[src/rtl/weights_fetch_pkg.sv]
// Shared definitions for the weights fetch block: default widths and the controller state encoding.
package weights_fetch_pkg;

  localparam int W_DATA_DEF = 3;
  localparam int W_ADDR_DEF = 8;

  typedef enum logic [1:0] {
    IDLE  = 2'd0,
    FETCH = 2'd1,
    DRAIN = 2'd2
  } state_t;

endpackage

[src/rtl/weights_fetch_fifo2.sv]
// Two-entry synchronous FIFO with occupancy output; a push into a full FIFO is legal only alongside a pop.
module fetch_fifo2 #(
  parameter int W = 4
) (
  input  logic         clk,
  input  logic         rst,
  input  logic         push,
  input  logic [W-1:0] push_data,
  input  logic         pop,
  output logic [W-1:0] pop_data,
  output logic [1:0]   occ,
  output logic         empty
);

  logic [W-1:0] mem [2];
  logic         rd_ptr;
  logic         wr_ptr;
  logic [1:0]   cnt;

  always_ff @(posedge clk) begin
    if (rst) begin
      rd_ptr <= 1'b0;
      wr_ptr <= 1'b0;
      cnt    <= 2'd0;
    end else begin
      if (push) wr_ptr <= ~wr_ptr;
      if (pop)  rd_ptr <= ~rd_ptr;
      cnt <= cnt + {1'b0, push} - {1'b0, pop};
    end
  end

  // Storage carries no reset; occupancy alone decides what is visible.
  always_ff @(posedge clk) begin
    if (push) mem[wr_ptr] <= push_data;
  end

  assign pop_data = mem[rd_ptr];
  assign occ      = cnt;
  assign empty    = (cnt == 2'd0);

endmodule

[src/rtl/weights_fetch.sv]
// Streams a block of words from a one-cycle-latency weights ROM onto a valid/ready interface.
module weights_fetch
  import weights_fetch_pkg::*;
#(
  parameter int W_DATA = W_DATA_DEF,
  parameter int W_ADDR = W_ADDR_DEF
) (
  input  logic              clk,
  input  logic              rst,
  input  logic              start,
  input  logic [W_ADDR-1:0] base_addr,
  input  logic [W_ADDR:0]   count,
  output logic              busy,
  output logic              done,
  output logic              rom_en,
  output logic [W_ADDR-1:0] rom_addr,
  input  logic [W_DATA-1:0] rom_data,
  output logic              m_valid,
  input  logic              m_ready,
  output logic [W_DATA-1:0] m_data,
  output logic              m_last
);

  localparam logic [W_ADDR:0]   REM_ONE  = (W_ADDR+1)'(1);
  localparam logic [W_ADDR-1:0] ADDR_ONE = W_ADDR'(1);

  state_t            state;
  state_t            state_nxt;
  logic [W_ADDR-1:0] addr_p0;
  logic [W_ADDR:0]   rem_p0;
  logic              vld_p1;
  logic              last_p1;
  logic              done_q;
  logic [1:0]        occ;
  logic              fifo_empty;
  logic [W_DATA:0]   head;
  logic              issue;
  logic              pop;
  logic              launch;
  logic              zero_req;
  logic              finish;

  assign launch   = (state == IDLE) && start && (count != '0);
  assign zero_req = (state == IDLE) && start && (count == '0);
  assign pop      = m_valid && m_ready;
  assign finish   = pop && m_last;

  // A read is issued only if its word is guaranteed a FIFO slot when it lands.
  always_comb begin
    state_nxt = state;
    issue     = 1'b0;
    case (state)
      IDLE: begin
        if (launch) state_nxt = FETCH;
      end
      FETCH: begin
        issue = (({1'b0, occ} + {2'b0, vld_p1}) < (3'd2 + {2'b0, pop}));
        if (issue && (rem_p0 == REM_ONE)) state_nxt = DRAIN;
      end
      DRAIN: begin
        if (finish) state_nxt = IDLE;
      end
      default: state_nxt = IDLE;
    endcase
  end

  always_ff @(posedge clk) begin
    if (rst) begin
      state   <= IDLE;
      addr_p0 <= '0;
      rem_p0  <= '0;
      vld_p1  <= 1'b0;
      last_p1 <= 1'b0;
      done_q  <= 1'b0;
    end else begin
      state   <= state_nxt;
      done_q  <= zero_req || finish;
      vld_p1  <= issue;
      last_p1 <= issue && (rem_p0 == REM_ONE);
      if (launch) begin
        addr_p0 <= base_addr;
        rem_p0  <= count;
      end else if (issue) begin
        addr_p0 <= addr_p0 + ADDR_ONE;
        rem_p0  <= rem_p0 - REM_ONE;
      end
    end
  end

  // p1 -> FIFO: ROM word lands one cycle after its read, tagged with the last flag.
  fetch_fifo2 #(
    .W(W_DATA + 1)
  ) u_fifo (
    .clk       (clk),
    .rst       (rst),
    .push      (vld_p1),
    .push_data ({last_p1, rom_data}),
    .pop       (pop),
    .pop_data  (head),
    .occ       (occ),
    .empty     (fifo_empty)
  );

  assign busy     = !rst && (state != IDLE);
  assign done     = !rst && done_q;
  assign rom_en   = !rst && issue;
  assign rom_addr = rst ? '0 : addr_p0;
  assign m_valid  = !rst && !fifo_empty;
  assign m_data   = head[W_DATA-1:0];
  assign m_last   = m_valid && head[W_DATA];

endmodule

[config.mk]
export PLATFORM = sky130hd
export DESIGN_NAME = weights_fetch
export DESIGN_NICKNAME = d
export VERILOG_FILES = /design/src/rtl/weights_fetch_pkg.sv /design/src/rtl/weights_fetch_fifo2.sv /design/src/rtl/weights_fetch.sv
export SDC_FILE = /design/constraint.sdc
export NUM_CORES = 1
export LEC_CHECK = 0
export ABC_AREA = 1
export CAP_MARGIN = 20
export CELL_PAD_IN_SITES_DETAIL_PLACEMENT = 0
export CELL_PAD_IN_SITES_GLOBAL_PLACEMENT = 1
export CORE_ASPECT_RATIO = 0.5
export CORE_MARGIN = 2
export CORE_UTILIZATION = 40
export CTS_CLUSTER_DIAMETER = 50
export CTS_CLUSTER_SIZE = 10
export DETAILED_ROUTE_END_ITERATION = 8
export MAX_ROUTING_LAYER = met4
export PLACE_DENSITY = 0.9
export SLEW_MARGIN = 25
export SYNTH_ARGS = -nofsm -noshare
export SYNTH_HDL_FRONTEND = slang
export SYNTH_SLANG_ARGS = --single-unit
[constraint.sdc]
create_clock -name clk -period 2.7 [get_ports clk]
set_input_delay 0.81 -clock clk [delete_from_list [all_inputs] [get_ports clk]]
set_output_delay 0.81 -clock clk [all_outputs]
set_load 0.03 [all_outputs]
### Yosys cells after proc, flatten, opt, wreduce, memory -nomap -nowiden

Memory sizes are Yosys's and may differ from the RTL's. A register that Yosys moved wholly into a read port is not among the register bits.
Cells that the tools add are included.

| word-level totals | value |
|---|---|
| register bits | 26 |
| output and inout port bits | 16 |
| latch bits | 0 |
| memories kept | 1 |
| word-level logic and storage cells | 61 |
| memory bits (read-only) | 0 |
| memory bits (writable) | 8 |

| cells by class | value |
|---|---|
| $lt $le $gt $ge | 1 |
| bitwise gates (word level) | 2 |
| divide/modulo/power cells | 0 |
| equality and inequality tests | 6 |
| shifts and indexed selects | 0 |
| multipliers | 0 |
| multiplexer cells | 14 |
| add/sub/neg operators | 6 |
| reduce and logical (&&, ||, !) cells | 22 |

Memories:

| memory | depth | bits a word | rd ports | clocked after memory_dff | write ports | RTL line | text |
|---|---|---|---|---|---|---|---|
| u_fifo.mem | 2 | 4 | 1 | 1 | 1 | weights_fetch_fifo2.sv:15 | `logic [W-1:0] mem [2];` |

Operators by type and width:

| operator | count |
|---|---|
| 8-bit two-way mux | 3 |
| 9-bit two-way mux | 2 |
| 1-bit logical AND | 12 |
| 9-bit by 1-bit equality test with 1-bit output (second input constant) | 1 |
| 9-bit logical NOT | 1 |
| 9-bit nonzero test | 1 |
| 9-bit by 1-bit subtractor with 9-bit output (second input constant) | 1 |
| 8-bit by 1-bit adder with 8-bit output (second input constant) | 1 |
| 2-bit two-way mux | 3 |
| 2-bit inequality test (second input constant) | 3 |
| 2-bit case mux with 3 select lines | 1 |
| 1-bit two-way mux | 5 |
| 2-bit logical NOT | 2 |
| 2-bit nonzero test | 2 |
| 2-bit by 1-bit adder with 3-bit output | 1 |
| 2-bit by 1-bit adder with 3-bit output (first input constant) | 1 |
| 3-bit less-than comparator | 1 |
| 3-bit AND reduction | 1 |
| 2-bit by 1-bit adder with 2-bit output | 1 |
| 2-bit by 1-bit equality test with 1-bit output (second input constant) | 1 |
| 2-bit equality test (second input constant) | 1 |
| 1-bit logical NOT | 2 |
| 1-bit inverter | 2 |
| 2-bit by 1-bit subtractor with 2-bit output | 1 |
| 1-bit logical OR | 1 |

### Logic depth before layout (Yosys ltp)

Gate-level depths: netlist of run 1.

| depth | value |
|---|---|
| word-level depth | 9 |
| mapped depth | 10 |
| mapped depth without buffers | 10 |

### Modules after synthesis

Synthesis of run 1 repeated with hierarchy kept, for this count alone.

| unflattened totals | value |
|---|---|
| cell total of the unflattened synthesis | 284 |
| area total of the unflattened synthesis | 1994.4 um^2 |

Modules (own cells, without submodules):

| module | times used | cells each | area each (um^2) |
|---|---|---|---|
| weights_fetch | 1 | 243 | 1492.7 |
| fetch_fifo2 | 1 | 41 | 501.7 |

### Worst setup path after synthesis of run 1

No wires, ideal clock.

| path | value |
|---|---|
| kind | input to output |
| start point | input port rst |
| end point | output port rom_en |
| required time | 1890 ps |
| path slack | 109 ps |
| buffers on the path | 1 |
| stages on the path | 6 |
| data arrival time | 1781 ps |
| cell sequence | inv_2 -> nand4_1 -> nand2_2 -> nand3_4 -> buf_2 -> nor2_1 |

| between the ends | value |
|---|---|
| cells in the longest elaborated chain, start to end | 7 |

Ends and longest elaborated chain:

| element | RTL line | text |
|---|---|---|
| from (decl) | weights_fetch.sv:9 | `input logic rst,` |
| 1-bit logical NOT (*) | weights_fetch.sv:106, weights_fetch.sv:108 |  |
| 1-bit logical AND | weights_fetch.sv:108 | `assign m_valid = !rst && !fifo_empty;` |
| 1-bit logical AND | weights_fetch.sv:45 | `assign pop = m_valid && m_ready;` |
| 2-bit by 1-bit adder with 3-bit output | weights_fetch.sv:57 | `issue = (({1'b0, occ} + {2'b0, vld_p1}) < (3'd2 + {2'b0, pop}));` |
| 3-bit less-than comparator | weights_fetch.sv:57 |  |
| 1-bit two-way mux | weights_fetch.sv:52 | `case (state)` |
| 1-bit logical AND (*) | weights_fetch.sv:106 | `assign rom_en = !rst && issue;` |
| to (decl) | weights_fetch.sv:15 | `output logic rom_en,` |

Every way passes the cells marked *; elsewhere a longest branch is shown, timed or not.

### Worst setup path in the final report of run 1

Ends and elaborated chain as after synthesis.

==> flow_metrics.py, run 1 <==
metrics = {
    "critical_path": {
        "slowest_delay_ns": 0.25,
        "crit_buf_inv": 3,
        "worstSetupStartpointType": "primary input",
        "cp_max_fo": 3,
        "worst-setup-path-type": "primary input to output port",
        "cp.arrival_ns": 1.67,
        "r2r_start": "vld_p1",
        "path_cells": "dlygate4sd2_1, inv_2, nand4_1, nand2_2, nand3_4, nor2_4, buf_6",
        "reg2reg_to": "rem_p0[7]",
        "cp_slowest_cell": "dlygate4sd2_1",
        "cp_top_family": "buffers and inverters",
        "reg2reg_slack_ns": 0.89,
        "crit_required_ns": 1.89,
        "cp-end-kind": "output port",
        "reg2reg_depth": 10,
    },
    "sta": {
        "worstMarginPinSlew_ns": 0.438,
        "rsz0062_at_grt": "false",
        "min_period_ns": 2.48,
        "fin_crit_sh": 0.918,
        "finClkSkew_ns": 0.0109,
        "fin_hold_ws_ns": 0.432,
        "clock.fmax_mhz": 403,
        "finalSetupViolations": 0,
        "slew_headroom": 0.707,
        "hold_viol": 0,
        "finalWorstSetupSlack_ns": 0.221,
        "slew_violations": 0,
    },
    "die": {
        "die_h_um": 55.9,
        "num_rows": 18,
        "num_io_pins": 40,
        "die-area_um2": 6030,
        "dieWidth_um": 108,
        "core_um2": 5070,
        "start_util": 0.426,
    },
    "yosys": {
        "synth-edff-count": 8,
        "synthArstFlopShare": 0,
        "synthCells": 316,
        "synth_top_area_share": 0.251,
        "synth-main-ff-cell": "dfxtp_1",
        "yosysWarnings": 0,
        "syn_avg_cell_area_um2": 6.83,
        "synth.largest_area_cell": "dfxtp_1",
        "synth_area_um2": 2160,
        "syn_nets": 347,
        "synth_area_leaders": "dfxtp_1 (25%), nand2_1 (14%), edfxtp_1 (11%), nor2_1 (9.0%), nand3_1 (7.4%)",
        "synth-seq-cells": 35,
        "ys_seq_area_frac": 0.362,
        "yosysUniqueCellTypes": 33,
    },
    "pwr": {
        "clkPwrFrac": 0.212,
        "seq_power_share": 0.378,
        "p_sw_uw": 705,
        "power_density_nw_per_um2": 663,
        "swShare": 0.396,
        "power_uw": 1780,
        "leakage_uw": 0.00129,
        "p_int_uw": 1080,
        "p_comb_frac": 0.411,
        "peakVddDrop_uv": 250,
    },
    "finish": {
        "drive_gt1_frac": 0.131,
        "area_delta_synth_final_pct": 24.8,
        "fin_util": 0.531,
        "diodes": 0,
        "fill_cells": 502,
        "fin_area_um2": 2690,
        "final_nets": 389,
    },
    "global_routing": {
        "antenna_found_initial": 0,
        "grt.total_usage": 0.181,
        "grt_max_degree": 22,
        "gr-total-overflow": 0,
        "grt_pass1_wl_mm": 8.38,
        "grt_pass1_vias": 1858,
    },
    "drt": {
        "vias": 2062,
        "wl_met1_mm": 2.44,
        "routed_wl_mm": 5.00,
        "wl_met3_um": 281,
        "wl_met2_mm": 2.23,
        "wl_per_cell_um": 11.7,
        "antenna_left": 0,
        "drcViolationCount": 0,
        "dr.first_iter.drc_count": 62,
        "top_layer": "met4",
        "dr.pass1.iters": 4,
        "drt-vias-per-instance": 4.81,
    },
    "placement": {
        "dpl.hpwl_mm": 3.65,
        "portBuffers": 39,
        "place_ws_ns": 0.000757,
        "dpl-instance-area_um2": 2590,
        "gp_congestion": 0.931,
    },
    "outcome": {
        "status": "complete, no violations",
    },
    "hold_path": {
        "min_path_type": "register to register",
        "min_from": "last_p1",
        "min_path_cells": 0,
        "holdPathEnd": "u_fifo.mem[0][3]",
    },
    "clock_network": {
        "clk_pin_slew_worst_paths_ns": 0.08,
        "cts_buffer_depth": 2,
        "cts_tree": "done",
        "cts_made_buffers": 5,
        "clkLatencyLatePin_ns": 0.29,
        "cts_root_buffer": "clkbuf_8",
        "cts_max_level": 2,
        "clock-sinks": 35,
        "cts_setup_buffers": 0,
    },
    "run": {
        "drv_cap": 0,
    },
}
how the worst max path moves through the flow:
| stage | startpoint | endpoint | slack [ns] | cells past startpoint |
|---|---|---|---|---|
| floorplan | rst | rom_en | 0.11 | 6 |
| global placement | rst | rom_en | -0.002 | 7 |
| detailed placement | rst | rom_en | 0.0008 | 7 |
| CTS | m_ready | rom_en | 0.005 | 6 |
| global route | rst | rom_en | 0.15 | 7 |
| finish | rst | rom_en | 0.22 | 7 |
layout by cell type, fill, tap and decap left out:
| cell | count |
|---|---|
| nand2_1 | 81 |
| nor2_1 | 51 |
| inv_1 | 40 |
| nand3_1 | 32 |
| dfxtp_1 | 27 |
| clkdlybuf4s50_1 | 24 |
| buf_4 | 17 |
| a21oi_1 | 11 |
| o21ai_0 | 9 |
| edfxtp_1 | 8 |
| nand4_1 | 7 |
| ha_1 | 7 |
| o21ai_1 | 5 |
| clkbuf_8 | 5 |
| inv_2 | 3 |
| mux2_2 | 3 |
| nand2_2 | 2 |
| nor2_4 | 2 |
| or2_1 | 2 |
| clkinv_2 | 2 |
| nand2_4 | 2 |
| xor2_1 | 2 |
| o21a_1 | 2 |
| or2_2 | 2 |
| nand3_4 | 1 |
| or2_4 | 1 |
| nor3_4 | 1 |
| nor2_8 | 1 |
| a21oi_4 | 1 |
| nor3_1 | 1 |
| nor2_2 | 1 |
| clkinvlp_4 | 1 |
| clkbuf_1 | 1 |
| dlymetal6s2s_1 | 1 |
| dlygate4sd2_1 | 1 |
| buf_6 | 1 |
| buf_12 | 1 |
what timing repair did:
item,4_1_cts,5_1_grt
pin swaps,2,2
setup endpoints to repair,1,1
hold buffers,0,0
hold endpoints to repair,0,0
gates resized for setup,1,4
synthesized netlist by cell type (2+ instances only):
cell      number
clkbuf_1       2
nand3_1       32
nand2_2        2
or2_2          2
buf_6          2
dfxtp_1       27
edfxtp_1       8
o21a_1         2
or2_1          2
nor2_1        52
buf_2          2
inv_2          3
a21oi_1       11
nand2_4        2
nand4_1        7
nand2_1       81
inv_1         40
ha_1           7
buf_4          3
xor2_1         2
o21ai_1        5
o21ai_0        9
mux2_2         3
flip-flops by register name, indices dropped and copies added, names as in the netlist, named ones only:
signal / flops
rem_p0: 9
done_q: 1
state: 2
u_fifo.wr_ptr: 1
last_p1: 1
vld_p1: 1
addr_p0: 8
u_fifo.mem: 8
u_fifo.occ: 2
u_fifo.rd_ptr: 1
routing by layer:
layer | GRT usage | vias up
met5 | - | -
met4 | 0.0440 | 0
met3 | 0.0445 | 5
met2 | 0.295 | 45
met1 | 0.229 | 937
li1 | - | 1075
cells by family after synthesis:
family / after synthesis / synth area share
fa+ha+maj: 7 / 0.0406
xor+xnor: 2 / 0.00812
buf+inv: 54 / 0.108
compound gates: 28 / 0.0725
mux: 3 / 0.0157
simple gates: 187 / 0.393
flops: 35 / 0.362
power by group through the flow:
stage | logic, uW | clock network [uW] | registers, uW
2_1_floorplan | 553 | 0 | 667
3_3_place_gp | 711 | 0 | 680
3_5_place_dp | 726 | 0 | 684
4_1_cts | 730 | 381 | 673
5_1_grt | 827 | 407 | 686
6_report | 732 | 377 | 674
stage by stage:
| stage | setup TNS, ns | instances |
|---|---|---|
| floorplan | 0 | 316 |
| global placement | -0.00167 | 421 |
| detailed placement | 0 | 421 |
| CTS | 0 | 429 |
| global route | 0 | 429 |
| finish | 0 | 429 |
area by class of cell:
cell class,count,area (um2),area share
Multi-Input combinational cell,227,1150,0.428
Tap cell,70,87.6,0.0325
Clock inverter,2,12.5,0.00465
Timing Repair Buffer,45,420,0.156
Sequential cell,35,781,0.290
Inverter,44,166,0.0618
Clock buffer,6,72.6,0.0270
No activity file was read; power rests on OpenSTA's default activity.
==> run 2: changes to the inputs <==
- CORE_MARGIN: 2 -> 5
==> run 2 against run 1 <==
Against the previous run: global-route usage down 1.8 points; design area up 0.98%; register-to-register slack worse by 0.12 ns; cell count unchanged; via count down 1.8%; setup slack better by 0.026 ns; sequential power about the same.
==> flow_metrics.py, run 2 (same netlist as run 1, synthesis figures left out) <==
metrics = {
    "outcome": {
        "status": "complete, no violations",
    },
    "finish": {
        "area_delta_synth_final_pct": 26.0,
        "diodes": 0,
        "final_nets": 389,
        "final_common_cell": "nand2_1",
        "regMostFlops": "rem_p0",
        "drive_gt1_frac": 0.134,
        "reg_top3": "rem_p0 (9), addr_p0 (8), u_fifo.mem (8)",
        "final_cell_mix": "nand2_1 (81), nor2_1 (51), inv_1 (40)",
        "fin_util": 0.536,
        "largest_register_ffs": 9,
        "fill_cells": 518,
        "fin_area_um2": 2720,
    },
    "sta": {
        "worstMarginPinSlew_ns": 0.443,
        "finalWorstSetupSlack_ns": 0.247,
        "min_period_ns": 2.45,
        "fin_crit_sh": 0.909,
        "rsz0062_at_grt": "false",
        "clock.fmax_mhz": 408,
        "slew_headroom": 0.704,
        "hold_viol": 0,
        "slew_violations": 0,
        "finalSetupViolations": 0,
        "finClkSkew_ns": 0.00861,
    },
    "die": {
        "core_um2": 5070,
        "die-area_um2": 7050,
        "start_util": 0.426,
        "dieWidth_um": 114,
        "die_h_um": 61.9,
        "num_rows": 18,
        "num_io_pins": 40,
    },
    "critical_path": {
        "cp_max_fo": 5,
        "reg2reg_to": "u_fifo.occ[1]",
        "slowest_delay_ns": 0.59,
        "crit_required_ns": 1.89,
        "worstSetupStartpointType": "register",
        "crit_path_end": "m_data[2]",
        "worst-setup-path-type": "register to output port",
        "path_cells": "mux2_2, clkdlybuf4s50_1",
        "r2r_start": "u_fifo.occ[0]",
        "reg2reg_slack_ns": 0.77,
        "reg2reg_depth": 10,
        "cp_slowest_cell": "clkdlybuf4s50_1",
        "cp.arrival_ns": 1.64,
        "cp-end-kind": "output port",
    },
    "pwr": {
        "peakVddDrop_uv": 283,
        "leakage_uw": 0.00132,
        "power_uw": 1890,
        "power_density_nw_per_um2": 695,
    },
    "drt": {
        "antenna_left": 0,
        "wl_per_cell_um": 12.4,
        "vias": 2024,
        "dr.first_iter.drc_count": 75,
        "drt-vias-per-instance": 4.72,
        "dr.pass1.iters": 4,
        "drcViolationCount": 0,
        "routed_wl_mm": 5.31,
    },
    "clock_network": {
        "clk_pin_slew_worst_paths_ns": 0.08,
        "cts_setup_buffers": 0,
        "clock-sinks": 35,
        "cts_buffer_depth": 2,
        "cts_tree": "done",
        "clkLatencyLatePin_ns": 0.29,
        "cts_made_buffers": 5,
        "cts_root_buffer": "clkbuf_8",
        "cts_max_level": 2,
    },
    "global_routing": {
        "grt_pass1_vias": 1879,
        "gr-total-overflow": 0,
        "grt.total_usage": 0.163,
        "grt_pass1_wl_mm": 8.71,
        "grt_max_degree": 23,
        "antenna_found_initial": 0,
    },
    "placement": {
        "gp_congestion": 0.818,
        "portBuffers": 39,
        "place_ws_ns": -0.0665,
        "dpl.hpwl_mm": 3.89,
        "dpl-instance-area_um2": 2590,
    },
    "hold_path": {
        "min_path_type": "register to register",
    },
    "run": {
        "drv_cap": 0,
    },
}
==> run 2: changes by cell type in the layout (fill, tap and decap cells not counted) <==
cell / delta
dlymetal6s2s_1: +1
clkbuf_1: -1
bufinv_16: +1
dlygate4sd2_1: -1
nor2_2: +1
clkinv_4: +1
nor2_4: -1
clkinvlp_4: -1
==> run 2: critical path, delay by kind of cell, from the launching register on <==
| kind | cells | cell delay (ns) |
|---|---|---|
| mux | 1 | 0.35 |
| flops | 1 | 0.41 |
| buf+inv | 1 | 0.59 |
==> run 2: timing repair <==
item,CTS,global route
resized for setup,0,4
hold buffers,0,0
endpoints found under the setup margin,0,12
==> run 2: stage by stage <==
step                      hold WS (ns)  TNS, ns  std cells
after detailed placement         0.420  -0.0665        421
after CTS                        0.439        0        429
final                            0.439        0        429
after floorplan                  0.404        0        316
after global routing             0.443        0        429
after global placement           0.418  -0.0134        421
==> run 2: worst min path at each step <==
stage / from / end / cells past startpoint
2_1_floorplan: last_p1 / u_fifo.mem[0][3] / 0
3_5_place_dp: last_p1 / u_fifo.mem[0][3] / 0
3_3_place_gp: last_p1 / u_fifo.mem[0][3] / 0
5_1_grt: last_p1 / u_fifo.mem[0][3] / 0
4_1_cts: last_p1 / u_fifo.mem[1][3] / 0
6_report: last_p1 / u_fifo.mem[1][3] / 0
==> run 2: per-layer routing <==
metal  up-vias  GRT usage  part of all wire
li1       1081          -                 -
met1       892      0.211              0.50
met2        47      0.265              0.43
met3         4     0.0416             0.064
met4         0     0.0305            0.0072
met5         -          -                 0
==> run 2: power breakdown <==
group / internal (uW) / switching, uW / total (uW) / leakage, uW
Sequential: 610 / 62.7 / 673 / 0.000293
Combinational: 288 / 451 / 739 / 0.000965
Clock: 275 / 203 / 478 / 0.0000581
Total: 1170 / 716 / 1890 / 0.00132
==> run 2: cell type report <==
class | instances | area (um2) | area share
repair buffers | 45 | 424 | 0.156
inverters | 44 | 166 | 0.0612
clock inverters | 3 | 43.8 | 0.0161
multi-input cells | 227 | 1150 | 0.422
well taps | 70 | 87.6 | 0.0322
flip-flops and latches | 35 | 781 | 0.287
clock buffers | 5 | 68.8 | 0.0253
